`src/rtl/mix_pipe_pkg.sv`:
```
// mix_pipe_pkg: mode encoding and saturating add shared by the mix_pipe datapath.
package mix_pipe_pkg;
  typedef enum logic [1:0] {
    MODE_CUBE = 2'd0,
    MODE_XMIX = 2'd1,
    MODE_SUBS = 2'd2,
    MODE_ACC  = 2'd3
  } mode_e;
  localparam int MAX_W = 32;
  // Returns {overflow, result}; result is clamped to 2^w-1 and valid in its low w bits.
  function automatic logic [MAX_W:0] sat_add(input logic [MAX_W-1:0] acc, input logic [MAX_W-1:0] inc, input int unsigned w);
    logic [MAX_W:0] sum;
    logic [MAX_W:0] lim;
    sum = {1'b0, acc} + {1'b0, inc};
    lim = ({{MAX_W{1'b0}}, 1'b1} << w) - (MAX_W + 1)'(1);
    return {sum > lim, (sum > lim) ? lim[MAX_W-1:0] : sum[MAX_W-1:0]};
  endfunction
endpackage

```
`src/rtl/mix_pipe_if.sv`:
```
// mix_pipe_if: valid/ready sample input and result output of mix_pipe.
interface mix_pipe_if import mix_pipe_pkg::*; #(parameter int DATA_W = 4, parameter int OUT_W = 10);
  logic in_valid;
  logic in_ready;
  logic [DATA_W-1:0] in_data;
  mode_e in_mode;
  logic out_valid;
  logic out_ready;
  logic [OUT_W-1:0] out_data;
  mode_e out_mode;
  modport master(output in_valid, in_data, in_mode, out_ready, input in_ready, out_valid, out_data, out_mode);
  modport slave(input in_valid, in_data, in_mode, out_ready, output in_ready, out_valid, out_data, out_mode);
endinterface

```
`src/rtl/mix_pipe_func.sv`:
```
// mix_pipe_func: combinational CUBE/XMIX/SUBS functions, all modulo 2^OUT_W.
module mix_pipe_func import mix_pipe_pkg::*; #(
  parameter int DATA_W = 4,
  parameter int OUT_W = 10
) (
  input  logic [DATA_W-1:0]   i_a,
  input  logic [2*DATA_W-1:0] i_sq,
  input  mode_e               i_mode,
  output logic [OUT_W-1:0]    o_res
);
  logic [DATA_W-1:0] w_na;
  logic [OUT_W-1:0] w_cube;
  logic [OUT_W-1:0] w_xmix;
  logic [OUT_W-1:0] w_subs;
  assign w_na = ~i_a;
  // Working mod 2^OUT_W keeps the low bits of the full-width products exact.
  assign w_cube = OUT_W'(i_sq) * OUT_W'(i_a);
  assign w_xmix = OUT_W'(i_sq) ^ OUT_W'(w_na);
  assign w_subs = OUT_W'(i_sq) - OUT_W'(i_a);
  always_comb
    o_res = i_mode == MODE_CUBE ? w_cube :
            i_mode == MODE_XMIX ? w_xmix :
            i_mode == MODE_SUBS ? w_subs : '0;
endmodule

```
`src/rtl/mix_pipe.sv`:
```
// mix_pipe: two-stage valid/ready pipeline applying a per-sample mode function,
// with a saturating accumulator for MODE_ACC and a wrapping accepted-sample counter.
module mix_pipe import mix_pipe_pkg::*; #(
  parameter int DATA_W = 4,
  parameter int OUT_W = 10,
  parameter int CNT_W = 16
) (
  input  logic             clk,
  input  logic             rst,
  mix_pipe_if.slave        bus,
  input  logic             acc_clear,
  output logic             acc_sat,
  output logic [CNT_W-1:0] sample_count
);
  localparam int SQ_W = 2 * DATA_W;
  logic w_adv;
  logic w_accept;
  logic w_acc_upd;
  logic w_unused;
  logic r_s1_v;
  logic r_s2_v;
  logic r_sat;
  logic [DATA_W-1:0] r_s1_a;
  logic [SQ_W-1:0] r_s1_sq;
  mode_e r_s1_mode;
  mode_e r_s2_mode;
  logic [OUT_W-1:0] r_acc;
  logic [OUT_W-1:0] r_s2_data;
  logic [OUT_W-1:0] w_acc_base;
  logic [OUT_W-1:0] w_func;
  logic [OUT_W-1:0] w_res;
  logic [MAX_W:0] w_sum;
  logic [CNT_W-1:0] r_cnt;
  assign w_adv = ~r_s2_v | bus.out_ready;
  assign w_accept = bus.in_valid & w_adv;
  assign w_acc_upd = w_adv & r_s1_v & (r_s1_mode == MODE_ACC);
  // A clear in the same cycle as an ACC transfer takes effect before the add.
  assign w_acc_base = acc_clear ? '0 : r_acc;
  assign w_sum = sat_add(MAX_W'(w_acc_base), MAX_W'(r_s1_sq), OUT_W);
  assign w_unused = ^w_sum[MAX_W-1:OUT_W];
  assign w_res = r_s1_mode == MODE_ACC ? w_sum[OUT_W-1:0] : w_func;
  mix_pipe_func #(.DATA_W(DATA_W), .OUT_W(OUT_W)) u_func (
    .i_a    (r_s1_a),
    .i_sq   (r_s1_sq),
    .i_mode (r_s1_mode),
    .o_res  (w_func)
  );
  always_ff @(posedge clk or posedge rst)
    if (rst) begin
      r_s1_v    <= 1'b0;
      r_s1_a    <= '0;
      r_s1_sq   <= '0;
      r_s1_mode <= MODE_CUBE;
      r_s2_v    <= 1'b0;
      r_s2_data <= '0;
      r_s2_mode <= MODE_CUBE;
    end else if (w_adv) begin
      r_s1_v    <= bus.in_valid;
      r_s1_a    <= bus.in_data;
      r_s1_sq   <= SQ_W'(bus.in_data) * SQ_W'(bus.in_data);
      r_s1_mode <= bus.in_mode;
      r_s2_v    <= r_s1_v;
      r_s2_data <= w_res;
      r_s2_mode <= r_s1_mode;
    end
  always_ff @(posedge clk or posedge rst)
    if (rst) begin
      r_acc <= '0;
      r_sat <= 1'b0;
      r_cnt <= '0;
    end else begin
      r_acc <= w_acc_upd ? w_sum[OUT_W-1:0] : w_acc_base;
      r_sat <= (~acc_clear & r_sat) | (w_acc_upd & w_sum[MAX_W]);
      r_cnt <= r_cnt + CNT_W'(w_accept);
    end
  assign bus.in_ready  = w_adv;
  assign bus.out_valid = r_s2_v;
  assign bus.out_data  = r_s2_data;
  assign bus.out_mode  = r_s2_mode;
  assign acc_sat       = r_sat;
  assign sample_count  = r_cnt;
endmodule
```
`src/flat_wrapper.sv`:
```
// flat-port wrapper written by rule: the top's interface ports become plain ports
module mix_pipe_flat import mix_pipe_pkg::*;
#(
  parameter int DATA_W = 4,
  parameter int OUT_W = 10,
  parameter int CNT_W = 16
)
  (clk, rst, acc_clear, acc_sat, sample_count, bus_in_valid, bus_in_data, bus_in_mode, bus_out_ready, bus_in_ready, bus_out_valid, bus_out_data, bus_out_mode);
  mix_pipe_if #(.DATA_W(DATA_W), .OUT_W(OUT_W)) bus_i ();
  input  logic clk;
  input  logic rst;
  input  logic acc_clear;
  output logic acc_sat;
  output logic [CNT_W-1:0] sample_count;
  input wire logic [$bits(bus_i.in_valid)-1:0] bus_in_valid;
  input wire logic [$bits(bus_i.in_data)-1:0] bus_in_data;
  input wire logic [$bits(bus_i.in_mode)-1:0] bus_in_mode;
  input wire logic [$bits(bus_i.out_ready)-1:0] bus_out_ready;
  output wire logic [$bits(bus_i.in_ready)-1:0] bus_in_ready;
  output wire logic [$bits(bus_i.out_valid)-1:0] bus_out_valid;
  output wire logic [$bits(bus_i.out_data)-1:0] bus_out_data;
  output wire logic [$bits(bus_i.out_mode)-1:0] bus_out_mode;
  assign bus_i.in_valid = bus_in_valid;
  assign bus_i.in_data = bus_in_data;
  assign bus_i.in_mode = bus_in_mode;
  assign bus_i.out_ready = bus_out_ready;
  assign bus_in_ready = bus_i.in_ready;
  assign bus_out_valid = bus_i.out_valid;
  assign bus_out_data = bus_i.out_data;
  assign bus_out_mode = bus_i.out_mode;
  mix_pipe #(.DATA_W(DATA_W), .OUT_W(OUT_W), .CNT_W(CNT_W)) u_core (.clk(clk), .rst(rst), .bus(bus_i), .acc_clear(acc_clear), .acc_sat(acc_sat), .sample_count(sample_count));
endmodule
```
`config.mk`:
```
export PLATFORM = sky130hd
export DESIGN_NAME = mix_pipe_flat
export DESIGN_NICKNAME = d
export VERILOG_FILES = /design/src/rtl/mix_pipe_pkg.sv /design/src/rtl/mix_pipe_if.sv /design/src/rtl/mix_pipe_func.sv /design/src/rtl/mix_pipe.sv /design/src/flat_wrapper.sv
export SDC_FILE = /design/constraint.sdc
export NUM_CORES = 1
export LEC_CHECK = 0
export ABC_CLOCK_PERIOD_IN_PS = 7300
export CELL_PAD_IN_SITES_DETAIL_PLACEMENT = 1
export CELL_PAD_IN_SITES_GLOBAL_PLACEMENT = 1
export CORE_UTILIZATION = 47
export DETAILED_ROUTE_END_ITERATION = 8
export GPL_ROUTABILITY_DRIVEN = 0
export MAX_ROUTING_LAYER = met4
export PLACE_DENSITY = 0.95
export RECOVER_POWER = 25
export SYNTH_ARGS = -nofsm -noshare
export SYNTH_HDL_FRONTEND = slang
export SYNTH_SLANG_ARGS = --single-unit
```
`constraint.sdc`:
```
create_clock -name clk -period 7.3 [get_ports clk]
set_clock_uncertainty 0.15 [all_clocks]
set_input_delay 1.825 -clock clk [delete_from_list [all_inputs] [get_ports clk]]
set_output_delay 1.825 -clock clk [all_outputs]
set_load 0.01 [all_outputs]
```
# Word-level counts from Yosys, hierarchy flattened
# Index checks and enable logic that the tools add are counted.
# W data, S select, Z words.
dict set report word_totals {
  out_inout_bits 31
  in_bits 11
  reg_bits 55
  wordCells 38
}
dict set report op_classes {
  n_mul 2
  n_eq_ne 3
  mux 7
  add_sub_neg 3
  reduce_logical 1
  bitwise_logic 11
  n_lt_le_gt_ge 1
}
# cell n
set op_table {}
lappend op_table {{$mux W10} 7}
lappend op_table {{$add A16 B1 Y16} 1}
lappend op_table {{$add A10 B8 Y11} 1}
lappend op_table {{$gt A11 B10 Y1 const B} 1}
lappend op_table {{$mul A8 B4 Y10} 1}
lappend op_table {{$sub A8 B4 Y9} 1}
lappend op_table {{$mul A4 B4 Y8} 1}
lappend op_table {{$xor A8 B4 Y8} 1}
lappend op_table {{$and A1 B1 Y1} 5}
lappend op_table {{$eq A2 B2 Y1 const B} 2}
lappend op_table {{$not A4 Y4} 1}
lappend op_table {{$eq A2 B1 Y1 const B} 1}
lappend op_table {{$logic_not A2 Y1} 1}
lappend op_table {{$not A1 Y1} 2}
lappend op_table {{$or A1 B1 Y1} 2}

# Logic depth before layout (Yosys ltp)
dict set report logic_depth {
  word_depth 6
  depth_mapped 14
  ltp_nobuf 13
}

# Hierarchy
# From an unflattened synthesis, not the netlist that was laid out.
dict set report hier_totals {
  cells_unflattened 451
  area_unflattened_um2 3967.6
}
# mod n_inst seq_area_each_um2 cells_per_inst area_each_um2
set by_module_without_submodules {}
lappend by_module_without_submodules {mix_pipe 1 1326.3 286 2748.9}
lappend by_module_without_submodules {mix_pipe_func 1 0.0 165 1218.7}

# Worst setup path after synthesis
# Ideal clock, no wire load.
dict set report synth_timing {
  path_type {input to output}
  startpoint {input port bus_out_ready}
  endpoint {output port bus_in_ready}
  path_buffers 1
  stages 3
  t_required_ns 5.325
  path_slack_ns 2.960
  t_arrival_ns 2.365
  cell_sequence {nor2b_1 -> clkinv_1 -> clkbuf_1}
}
dict set report synth_via {
  elab_chain_len 1
}
# item line
set synth_lines {}
lappend synth_lines {{start: declaration} flat_wrapper.sv:18} ;# input wire logic [$bits(bus_i.out_ready)-1:0] bus_out_ready;
lappend synth_lines {{$or A1 B1 Y1} mix_pipe.sv:34} ;# assign w_adv = ~r_s2_v | bus.out_ready;
lappend synth_lines {{end: declaration} flat_wrapper.sv:19} ;# output wire logic [$bits(bus_i.in_ready)-1:0] bus_in_ready;
# No other way between the ends.

# Worst setup path in the final report
# Ends and elaborated chain as after synthesis.

==> results.sh <==
export IMPL_num_antenna_cells=0
export IMPL_crit_fanout=20
export IMPL_required_ns=5.33
export IMPL_die_area_mm2=0.00849
export IMPL_n_fill_cell=925
export IMPL_clock_latency_ns=0.33
export IMPL_syn_to_final_growth_pct=15.1
export IMPL_synth_edf_count=0
export IMPL_crit_arrival_ns=3.83
export IMPL_clockBufferDepth=2
export IMPL_finalCritPeriodShare_pct=79.6
export IMPL_yosysWarnings=0
export IMPL_reg2regPathDepth=13
export IMPL_r2r_end="u_core.sample_count[12]$_DFF_PP0_"
export IMPL_hold_ws_ns=0.358
export IMPL_finalMaxSlewViolations=90
export IMPL_initial_utilization_pct=48.9
export IMPL_startpoint_type="input pin"
export IMPL_final_seq_area_mm2=0.00133
export IMPL_numCtsBuffers=5
export IMPL_first_global_vias=3650
export IMPL_ir_worst_vdd_v=0.000102
export IMPL_finalHoldViolations=0
export IMPL_run_status="finished, violations left"
export IMPL_rows=32
export IMPL_ys_ff_latch=53
export IMPL_synth_flop_cell="dfrtp_1"
export IMPL_syn_avg_cell_area_um2=9.01
export IMPL_reg2reg_slack_ns=3.06
export IMPL_r2r_start="u_core.bus.out_valid$_DFFE_PP0N_"
export IMPL_tightest_slew_ns=2.07
export IMPL_viasPerCell=5.93
export IMPL_crit_type="in2out"
export IMPL_overflow=0
export IMPL_grt_antenna_before_repair=0
export IMPL_via_count=3334
export IMPL_grt_pass1_wl_um=18200
export IMPL_post_cts_setup_buffers=0
export IMPL_multi_input_area_mm2=0.00231
export IMPL_slew_headroom_pct=-38.1
export IMPL_yosysUniqueCellTypes=54
export IMPL_power_density_mw_per_mm2=242
export IMPL_die_x_um=92.2
export IMPL_routed_top_layer="met4"
export IMPL_drive_gt1_share_pct=3.70
export IMPL_met1Wirelength_um=4360
export IMPL_portBuffers=41
export IMPL_drt_iter0_markers=209
export IMPL_cts_max_level=2
export IMPL_route_met2_wl_um=5800
export IMPL_pre_cts_slack_ns=2.09
export IMPL_setup_violations=0
export IMPL_wl_met3_um=403
export IMPL_hp_class="reg2reg"
export IMPL_crit_path_start="bus_out_ready"
export IMPL_ant_nets=0
export IMPL_fin_setup_tns_ns=0
export IMPL_firstDrtPassIters=4
export IMPL_syn_area_mm2=0.00382
export IMPL_mostFrequentLayoutCells="dfrtp_1 (53), nand2_1 (50), clkdlybuf4s50_1 (40)"
export IMPL_core_area_mm2=0.00781
export IMPL_grt_max_degree=54
export IMPL_netlist_instances=424
export IMPL_cts_tree="built"
export IMPL_async_flop_share_pct=100
export IMPL_seq_area_frac_synth_pct=34.7
export IMPL_track_usage_pct=28.6
export IMPL_setup_slack_ns=1.49
export IMPL_maxCapViolations=2
export IMPL_nets=510
export IMPL_min_period_ns=5.81
export IMPL_dieHeight_um=92.2
export IMPL_cts_resized=0
export IMPL_totalWireLength_um=10900
export IMPL_drc=0
export IMPL_postCtsHoldBufs=0
export IMPL_place_hpwl_um=8160
export IMPL_ctsRootBufferMaster="clkbuf_8"
export IMPL_crit_end="bus_in_ready"
export IMPL_clk_pin_slew_ns=0.11
export IMPL_avgRoutedWirePerCell_um=19.4
export IMPL_cts_sinks=53
export IMPL_final_common_cell="dfrtp_1"
export IMPL_num_io_pins=42
export IMPL_power_leakage_nw=2.03
export IMPL_grt_setup_unrepaired="no"
export IMPL_violations="capacitance limit, slew limit"
export IMPL_fmax_mhz=172
export IMPL_crit_path_end_kind="output port"
==> critical path, stage by stage <==
cell	delay, ns
clkdlybuf4s50_1	0.40
nor2b_1	0.13
clkbuf_1	0.69
clkinv_1	0.24
clkdlybuf4s50_1	0.54
==> area by class of cell <==
type	instances	area share, %
Timing Repair Buffer	43	9.50
Inverter	31	2.65
Clock buffer	5	1.56
Tap cell	102	2.90
Sequential cell	53	30.2
Multi-Input combinational cell	325	52.6
Clock inverter	3	0.597
==> report_power, final <==
group	switching [mW]	internal [mW]	leakage (nW)	total (mW)
sequential	0.0704	0.347	0.680	0.418
combinational	0.246	0.219	1.30	0.464
clock	0.113	0.0701	0.0423	0.183
==> metal layers <==
metal	vias to the layer above	track usage, %
met5	-	-
met3	27	3.73
met4	0	12.8
met1	1689	32.4
li1	1508	-
met2	110	50.4
==> how the worst min path moves through the flow <==
stage                                                    to                              start  depth (start not counted)
after floorplan            u_core.bus.out_valid$_DFFE_PP0N_          u_core.r_s1_v$_DFFE_PP0N_                          1
after global placement    u_core.sample_count[15]$_DFF_PP0_  u_core.sample_count[15]$_DFF_PP0_                          1
after detailed placement          u_core.r_s1_v$_DFFE_PP0N_          u_core.r_s1_v$_DFFE_PP0N_                          1
after CTS                 u_core.sample_count[12]$_DFF_PP0_  u_core.sample_count[12]$_DFF_PP0_                          1
after global routing      u_core.sample_count[12]$_DFF_PP0_  u_core.sample_count[12]$_DFF_PP0_                          1
final                     u_core.sample_count[12]$_DFF_PP0_  u_core.sample_count[12]$_DFF_PP0_                          1
==> flip-flops by register name (all words and copies together) (netlist names) <==
| signal | flops |
|---|---|
| u_core.acc_sat | 1 |
| u_core.bus.out_data | 10 |
| u_core.bus.out_mode | 2 |
| u_core.bus.out_valid | 1 |
| u_core.r_acc | 10 |
| u_core.r_s1_a | 3 |
| u_core.r_s1_mode | 2 |
| u_core.r_s1_sq | 7 |
| u_core.r_s1_v | 1 |
| u_core.sample_count | 16 |
==> cells in the mapped netlist, drive strengths merged, types with 9 or more instances <==
master	instances	area [um^2]
nor3	11	55.1
fa	13	260
and2	21	131
clkbuf	10	37.5
ha	27	338
a21oi	16	80.1
xnor2	25	219
inv	30	113
nand3	9	45.0
nor2	33	126
dfrtp	53	1330
o21ai	27	135
xor2	9	78.8
nor2b	12	75.1
nand2	50	188
==> cells by family (layout without fill, tap and decap cells) <==
group	after synthesis	after routing	share of synthesized area, %
fa+ha+maj	40	40	15.7
compound gates	87	87	15.7
mux	3	3	0.950
xor+xnor	34	34	7.80
other cells	2	3	0.197
buf+inv	47	82	4.78
simple gates	158	158	20.2
flops	53	53	34.7
==> stage by stage <==
step                      utilization, %  area [um^2]  std cells  total power, mW
final                               56.3         4400        562             1.06
after floorplan                        -         3820        425            0.692
after global routing                56.3         4400        562             1.13
after CTS                           56.4         4410        562             1.07
after global placement              55.2         4310        554            0.846
after detailed placement            55.2         4310        554            0.881
Power figures use the tool's default switching activity.
